[src/rtl/seg_scan_driver.sv]
// seg_scan_driver: time-multiplexed scan controller for an 8-digit 7-segment stage.
// Holds one hex nibble per digit, steps the digit select at a programmable rate,
// and presents num/sel/blank (with optional leading-zero suppression) downstream.
module seg_scan_driver #(
  parameter int REFRESH_DIV = 100000,
  parameter int NUM_DIGITS  = 8
) (
  input  logic       clk,
  input  logic       rst,
  input  logic       scan_en,
  input  logic       lz_en,
  input  logic       wr_en,
  input  logic [2:0] wr_addr,
  input  logic [3:0] wr_data,
  output logic [3:0] num,
  output logic [2:0] sel,
  output logic       blank,
  output logic       digit_tick
);

  localparam int                CNT_W    = $clog2(REFRESH_DIV);
  localparam logic [CNT_W-1:0]  CNT_LAST = CNT_W'(REFRESH_DIV - 1);
  localparam logic [2:0]        SEL_LAST = 3'(NUM_DIGITS - 1);

  // Storage is always 8 entries wide; slots at or above NUM_DIGITS are never
  // written and stay zero, which keeps indexing by the 3-bit sel in range.
  logic [7:0][3:0]  digit_q, digit_d;
  logic [CNT_W-1:0] cnt_q, cnt_d;
  logic [2:0]       sel_q, sel_d;
  logic             tick_q, tick_d;
  logic             wr_valid;
  logic             higher_zero;

  assign wr_valid = ({1'b0, wr_addr} < 4'(NUM_DIGITS));

  // Next-state: prescaler, digit select advance, tick pulse and register writes.
  always_comb begin
    cnt_d   = cnt_q;
    sel_d   = sel_q;
    tick_d  = 1'b0;
    digit_d = digit_q;
    if (scan_en) begin
      if (cnt_q == CNT_LAST) begin
        cnt_d  = '0;
        sel_d  = (sel_q == SEL_LAST) ? 3'd0 : sel_q + 3'd1;
        tick_d = 1'b1;
      end else begin
        cnt_d = cnt_q + CNT_W'(1);
      end
    end
    if (wr_en && wr_valid) begin
      digit_d[wr_addr] = wr_data;
    end
  end

  // State registers with asynchronous active-high reset.
  always_ff @(posedge clk or posedge rst) begin
    if (rst) begin
      digit_q <= '0;
      cnt_q   <= '0;
      sel_q   <= '0;
      tick_q  <= 1'b0;
    end else begin
      digit_q <= digit_d;
      cnt_q   <= cnt_d;
      sel_q   <= sel_d;
      tick_q  <= tick_d;
    end
  end

  // Leading-zero test: every digit above the current one must be zero.
  always_comb begin
    higher_zero = 1'b1;
    for (int unsigned k = 0; k < 8; k++) begin
      if ((k > 32'(sel_q)) && (digit_q[3'(k)] != 4'h0)) begin
        higher_zero = 1'b0;
      end
    end
  end

  assign num        = digit_q[sel_q];
  assign sel        = sel_q;
  assign digit_tick = tick_q;
  assign blank      = lz_en && (sel_q != 3'd0) && (digit_q[sel_q] == 4'h0) && higher_zero;

endmodule

[config.mk]
export PLATFORM = sky130hd
export DESIGN_NAME = seg_scan_driver
export DESIGN_NICKNAME = d
export VERILOG_FILES = /design/src/rtl/seg_scan_driver.sv
export SDC_FILE = /design/constraint.sdc
export NUM_CORES = 1
export LEC_CHECK = 0
export CAP_MARGIN = 20
export CORE_UTILIZATION = 55
export CTS_CLUSTER_DIAMETER = 60
export DETAILED_ROUTE_END_ITERATION = 6
export PLACE_DENSITY = 0.76
export SETUP_SLACK_MARGIN = 0.2
export SLEW_MARGIN = 10
export SYNTH_ARGS = -nofsm -noshare
export SYNTH_HDL_FRONTEND = slang
export SYNTH_SLANG_ARGS = --single-unit
[constraint.sdc]
create_clock -name clk -period 2.55 [get_ports clk]
set_input_delay 0.3825 -clock clk [delete_from_list [all_inputs] [get_ports clk]]
set_output_delay 0.3825 -clock clk [all_outputs]
set_load 0.01 [all_outputs]
Word level (Yosys, flattened, before mapping)
Index checks and enable logic that the tools add are counted.
W data, S select, Z words.
{"block": "classes", "mux": 16, "n_eq_ne": 2, "order_cmp": 10, "addsub": 2, "n_reduce_logical": 21}
{"cell": "$bwmux W32", "count": 1}
{"cell": "$reduce_bool A4 Y1", "count": 7}
{"cell": "$add A17 B1 Y17 const B", "count": 1}
{"cell": "$eq A17 B17 Y1 const B", "count": 1}
{"cell": "$mux W17", "count": 1}
{"cell": "$bmux W4 S3", "count": 1}
{"cell": "$demux W4 S3", "count": 1}
{"cell": "$gt A3 B3 Y1 const A", "count": 4}
{"cell": "$logic_and A1 B1 Y1", "count": 11}
{"cell": "$mux W1", "count": 9}
{"cell": "$lt A3 B4 Y1 const B", "count": 2}
{"cell": "$mux W4", "count": 2}
{"cell": "$gt A2 B3 Y1 const A", "count": 2}
{"cell": "$logic_not A4 Y1", "count": 1}
{"cell": "$add A3 B1 Y3 const B", "count": 1}
{"cell": "$eq A3 B3 Y1 const B", "count": 1}
{"cell": "$ge A3 B1 Y1 const B", "count": 1}
{"cell": "$gt A1 B3 Y1 const A", "count": 1}
{"cell": "$mux W3", "count": 1}
{"cell": "$reduce_bool A3 Y1", "count": 1}
{"cell": "$reduce_and A2 Y1", "count": 1}
{"block": "word_totals", "elab_cells": 62, "input_bits": 12, "ff_bits": 53, "output_inout_bits": 9}

Logic depth before layout (Yosys ltp)
Gate-level depths: netlist of the first run.
{"block": "logic_depth", "word_depth": 10, "depth_mapped": 8, "mapped_depth_nobuf": 6}

Worst setup path after synthesis of the first run
OpenSTA, ideal clock, no wires.
{"block": "synth_timing", "path_type": "register to output", "startpoint": "reg sel_q[1] (netlist: sel[1])", "endpoint": "out blank", "t_arrival_ns": 1.894, "path_stages_with_launch": 6, "required_ns": 2.168, "path_slack_ns": 0.274, "path_buffers": 1, "path_cell_list": "dfrtp_1 -> buf_6 -> mux4_2 -> or2_0 -> a2111oi_2 -> o2111a_1"}
{"block": "synth_between", "elab_chain_cells": 10, "elab_cells_between_ends": 28, "classes_between": "order compare: 7; mux: 9; reduce/logical: 12"}
{"item": "start: declaration", "line": "29", "rtl": "logic [2:0] sel_q, sel_d;"}
{"item": "start signal: assignment", "line": "66", "rtl": "sel_q <= sel_d;"}
{"item": "$gt A1 B3 Y1", "line": "75", "rtl": "if ((k > 32'(sel_q)) && (digit_q[3'(k)] != 4'h0)) begin"}
{"item": "$logic_and A1 B1 Y1", "line": "75"}
{"item": "$mux W1 (7 in series)", "line": "75"}
{"item": "$logic_and A1 B1 Y1 (*)", "line": "84", "rtl": "assign blank = lz_en && (sel_q != 3'd0) && (digit_q[sel_q] == 4'h0) && higher_zero;"}
{"item": "end: declaration", "line": "17", "rtl": "output logic blank,"}
Mark *: on every way between the ends. The rest lies on a longest branch, timed or not. The select of a mux whose other input is x is not followed.

Worst setup path in the final report of the first run
Same ends and word-level chain as after synthesis.

==> results of run 1 <==
layout make-up:
cell class,instances,share of cell area
Timing Repair Buffer,49,0.131
Sequential cell,53,0.412
Multi-Input combinational cell,152,0.406
Tap cell,52,0.0202
Inverter,4,0.00466
Clock buffer,6,0.0225
Clock inverter,2,0.00311
layer usage:
layer	vias to the layer above	global-route usage	wire length (um)
li1	892	-	-
met1	980	0.346	2660
met2	61	0.404	2770
met3	12	0.0506	275
met4	0	0.0828	85
met5	-	0	0
final timing paths:
kind	cells past startpoint	slack, ns	from	endpoint
min in group clk	1	0.49	cnt_q[16]	cnt_q[16]
setup / recovery	6	0.02	sel[1]	blank
setup reg to reg	4	0.75	cnt_q[8]	sel[1]
max in group asynchronous	3	1.61	rst	cnt_q[5]
hold / removal	2	0.41	rst	digit_q[31]
hold reg to reg	1	0.49	cnt_q[16]	cnt_q[16]
stage by stage:
step	setup TNS, ns	hold WS, ns
after floorplan	0	0.439
after global placement	-0.159	0.464
after detailed placement	-0.214	0.478
after CTS	0	0.429
after global routing	-0.0610	0.475
final	0	0.415
cells by family after synthesis:
group | after synthesis
AND/OR/NAND/NOR | 75
flip-flops | 53
multiplexers | 46
XOR/XNOR | 14
AO/OA/AOI/OAI | 12
buffers and inverters | 10
adder cells (fa/ha/maj) | 5
report_power, final:
group / leakage [nW] / switching, mW / internal (mW)
combinational: 0.709 / 0.199 / 0.291
sequential: 0.666 / 0.152 / 1.01
clock: 0.0450 / 0.268 / 0.191
critical path, cell delays in order (launching register included):
cell       delay, ns
dfrtp_1         0.38
buf_4           0.14
mux4_2          0.51
or2_4           0.27
a2111oi_4       0.19
o2111a_1        0.22
buf_2           0.13
registers in the layout (all words and copies together) (netlist names):
| name | flops |
|---|---|
| cnt_q | 17 |
| digit_q | 32 |
| digit_tick | 1 |
| sel | 3 |
what timing repair did:
item,CTS,global route
setup endpoints to repair,5,5
pin swaps,3,0
setup buffers,3,0
gates resized for setup,12,10
synthesized netlist by cell type, drive strengths merged (5+ instances only):
| library cell | instances | share of area |
|---|---|---|
| mux2 | 35 | 0.15 |
| nand4b | 5 | 0.016 |
| dfrtp | 53 | 0.50 |
| nor4 | 8 | 0.019 |
| nand2 | 20 | 0.028 |
| nand4 | 5 | 0.012 |
| nor2 | 11 | 0.016 |
| xor2 | 6 | 0.020 |
| nor3 | 5 | 0.0094 |
| ha | 5 | 0.024 |
| nand3 | 5 | 0.0094 |
| o21ai | 5 | 0.0094 |
| xnor2 | 8 | 0.026 |
| mux4 | 8 | 0.068 |
==> impl_metrics.toml, run 1 <==
[run_status]
status = "finished clean"

[floorplanning]
core_um2 = 4500
core.rowCount = 24
die_area_um2 = 5110
die_width_um = 71.5
fp.dieH_um = 71.5
start_util = 0.590
num_io_pins = 21

[place]
portBuffers = 20
place_ws_ns = -0.214
gp_congestion = 0.877
dpl.cell_count = 307
place.detailed.hpwl_mm = 4.25
placed_cell_area_um2 = 3100

[global_routing]
grt_pass1_vias = 1958
grtUsageTotal = 0.251
grt_pass1_wl_mm = 9.64
antenna_found_initial = 0
gr-total-overflow = 0
grt_max_degree = 32

[timing]
finalHoldViolCount = 0
rsz0062_at_grt = "true"
max_freq_ghz = 0.396
setup_viol = 0
worst_pin_slew_ns = 0.498
period_share = 0.990
slew_viol_final = 0
min_period_ns = 2.53
slew_headroom = 0.667
fin_worst_skew_ns = 0.00913
setup_slack_ns = 0.0246

[pwr]
p_per_area_nw_per_um2 = 655
ir_drop_mv = 0.415
power.total_mw = 2.11
power.leakage_nw = 1.42

[synth]
synth_top_family_by_area = "multiplexers"
syn_inst = 215
async_flop_share = 1.00
mappedNetlistNets = 232
synth-edff-count = 0
ys_warn_count = 0
synth_compound_area_frac = 0.0306
ys_seq_area_frac = 0.499
synth_cell_types = 35
syn_area_um2 = 2660
ys.flop_type = "dfrtp_1"
postSynthAreaPerCell_um2 = 12.4
synth-simple-area-share = 0.155
synth_fa_ha_area_frac = 0.0236
muxShareOfSynthArea = 0.228
synth_xor_area_frac = 0.0462
ys_ff_latch = 53

[worst_setup_path]
worstPathMaxFanout = 2
cp.required_ns = 2.17
start_kind = "flop"
critPathArrivalTime_ns = 2.14
critPathCaptureType = "output pin"
path_class = "flop to output pin"

[final_layout]
diodes = 0
drive_above_1_share = 0.320
multi_input_area_um2 = 1310
n_fill_cell = 334
regArea_um2 = 1330
final_core_util = 0.715
design_area_um2 = 3220
layout.nets = 282
final_cell_mix = "dfrtp_1, mux2_2, buf_4, nand2_1, clkdlybuf4s50_1"
final_cells = 318
final_common_cell = "dfrtp_1"
syn2layout_area_growth_pct = 21.2

[clock_network]
cts_buffer_depth = 2
clkSinkCount = 53
clkTransAtPathRegs_ns = 0.09
clk-insertion-delay-late_ns = 0.31
cts_max_level = 2
cts_buffers = 5
clock-root-buffer = "clkbuf_8"
cts_tree = "done"
hold_buffers = 0

[detailed_routing]
drt-pass1-iter-count = 4
remaining_drc_errors = 0
routed_via_density = 6.12
vias = 1945
dr.first_iter.drc_count = 134
post_drt_wl_per_cell_um = 18.2
ant_nets = 0
wl_mm = 5.78

[job]
drv_cap = 0

[min_path]
min_path_type = "primary input to async pin"
No activity file was read; power rests on OpenSTA's default activity.
==> run 2: changes to the inputs <==
- CELL_PAD_IN_SITES_DETAIL_PLACEMENT: unset -> 2
- CELL_PAD_IN_SITES_GLOBAL_PLACEMENT: unset -> 2
- CORE_MARGIN: unset -> 4
- CORE_UTILIZATION: 55 -> 40
- PLACE_DENSITY: 0.76 -> unset
- PLACE_DENSITY_LB_ADDON: unset -> 0.1
==> run 2 against run 1 <==
The run now ends with setup timing left. Critical path type unchanged. Sequential power about the same. Largest cell class unchanged. Critical path depth rose by 2. First-iteration DRC count down 53%.
==> impl_metrics.toml, run 2 (synthesis gave the netlist of run 1 again) <==
[worst_setup_path]
path_class = "flop to output pin"
cp.required_ns = 2.17
crit_buf_inv = 4
path_cells = "buf_6 -> buf_4 -> inv_1 -> ha_2 -> o21ai_0 -> a2111oi_2 -> o2111a_1 -> buf_2"
slowest_stage = "dfrtp_2"
critPathArrivalTime_ns = 2.24
worstPathMaxFanout = 5
critPathCaptureType = "output pin"
critPathTopFamily = "compound AO/OA/AOI/OAI gates"
reg2reg_slack_ns = 0.74
start_kind = "flop"
cpPeakStageDelay_ns = 0.45

[pwr]
power.leakage_nw = 1.45
p_per_area_nw_per_um2 = 688
power.total_mw = 2.27
ir_drop_mv = 0.458

[run_status]
status = "finished with violations"
violations = "setup timing"

[clock_network]
hold_buffers = 0
cts_buffer_depth = 2
clock-root-buffer = "clkbuf_8"
cts_tree = "done"
clk-insertion-delay-late_ns = 0.31
cts_max_level = 2
cts_buffers = 5
clkSinkCount = 53
clkTransAtPathRegs_ns = 0.10

[min_path]
min_path_type = "primary input to async pin"

[floorplanning]
core_um2 = 6390
die_width_um = 89.5
core.rowCount = 29
start_util = 0.416
fp.dieH_um = 89.5
die_area_um2 = 8010
num_io_pins = 21

[detailed_routing]
drt-pass1-iter-count = 4
wl_mm = 7.58
post_drt_wl_per_cell_um = 21.9
vias = 1982
routed_via_density = 5.73
dr.first_iter.drc_count = 63
ant_nets = 0
remaining_drc_errors = 0

[final_layout]
diodes = 0
largest_reg_flops = 32
n_fill_cell = 623
final_common_cell = "dfrtp_1"
top_register = "digit_q"
syn2layout_area_growth_pct = 24.1
final_cell_mix = "dfrtp_1, mux2_2, buf_4, nand2_1, clkdlybuf4s50_1"
drive_above_1_share = 0.327
final_cells = 346
layout.nets = 285

[timing]
period_share = 1.03
worst_pin_slew_ns = 0.601
setup_slack_ns = -0.0721
slew_headroom = 0.596
fin_worst_skew_ns = 0.0108
setup_viol = 1
holdWs_ns = 0.434
max_freq_ghz = 0.381
finalHoldViolCount = 0
slew_viol_final = 0
min_period_ns = 2.62
rsz0062_at_grt = "true"

[place]
place.detailed.hpwl_mm = 5.65
portBuffers = 20
gp_congestion = 0.846
dpl.cell_count = 334

[job]
drv_cap = 0

[global_routing]
grt_max_degree = 54
grtUsageTotal = 0.205
antenna_found_initial = 0
grt_pass1_vias = 2245
gr-total-overflow = 0
grt_pass1_wl_mm = 12.2
[run 2: cell types whose count changed in the layout (fill, tap and decap cells not counted), moves of 2 or more]
| cell | previous run | this run |
|---|---|---|
| clkdlybuf4s15_1 | 2 | 0 |
| buf_4 | 26 | 30 |
| clkbuf_2 | 2 | 0 |
| dlygate4sd2_1 | 0 | 3 |
| clkinv_2 | 2 | 0 |
[run 2: layout make-up]
class,count,area (um2),area share
well taps,77,96.3,0.0292
clock inverters,2,38.8,0.0118
multi-input cells,152,1300,0.395
repair buffers,52,443,0.134
flip-flops and latches,53,1330,0.403
clock buffers,6,72.6,0.0220
inverters,4,15.0,0.00455
[run 2: where the power goes]
| group | switching [mW] | internal, mW | leakage (nW) | total, mW |
|---|---|---|---|---|
| Clock | 0.285 | 0.295 | 0.0554 | 0.580 |
| Sequential | 0.163 | 1.01 | 0.664 | 1.17 |
| Combinational | 0.224 | 0.297 | 0.727 | 0.521 |
| Total | 0.671 | 1.60 | 1.45 | 2.27 |
[run 2: tightest hold or removal path, stage by stage]
cell	delay [ns]
clkdlybuf4s50_1	0.41
inv_2	0.07
buf_12	0.26
[run 2: stage by stage]
| stage | setup WS (ns) | setup TNS (ns) | instance area [um2] | utilization |
|---|---|---|---|---|
| floorplan | 0.274 | 0 | 2660 | - |
| global placement | -0.140 | -0.140 | 3140 | 0.492 |
| detailed placement | -0.184 | -0.184 | 3140 | 0.492 |
| CTS | -0.0512 | -0.0512 | 3280 | 0.514 |
| global route | -0.142 | -0.142 | 3300 | 0.516 |
| finish | -0.0721 | -0.0721 | 3300 | 0.516 |
[run 2: layer usage]
| layer | up-vias | routed length [um] | GRT usage | part of all wire |
|---|---|---|---|---|
| met5 | - | 0 | 0 | 0 |
| met4 | 0 | 102 | 0.0555 | 0.013 |
| met3 | 13 | 273 | 0.0359 | 0.036 |
| met2 | 35 | 3620 | 0.332 | 0.48 |
| met1 | 1039 | 3580 | 0.284 | 0.47 |
| li1 | 895 | - | - | - |
[run 2: worst paths after layout]
| check | from | end | depth (start not counted) |
|---|---|---|---|
| max | sel[1] | blank | 8 |
| min | rst | digit_q[31] | 3 |
| max reg2reg | cnt_q[0] | sel[0] | 5 |
| min reg2reg | cnt_q[6] | cnt_q[6] | 1 |
| max in group asynchronous | rst | sel[1] | 3 |
| min in group clk | cnt_q[6] | cnt_q[6] | 1 |
[run 2: repair_timing]
action / CTS / global route
setup buffers: 3 / 1
pin swaps: 3 / 2
resized for setup: 14 / 4
endpoints found under the hold margin: 0 / 0
setup endpoints to repair: 5 / 3
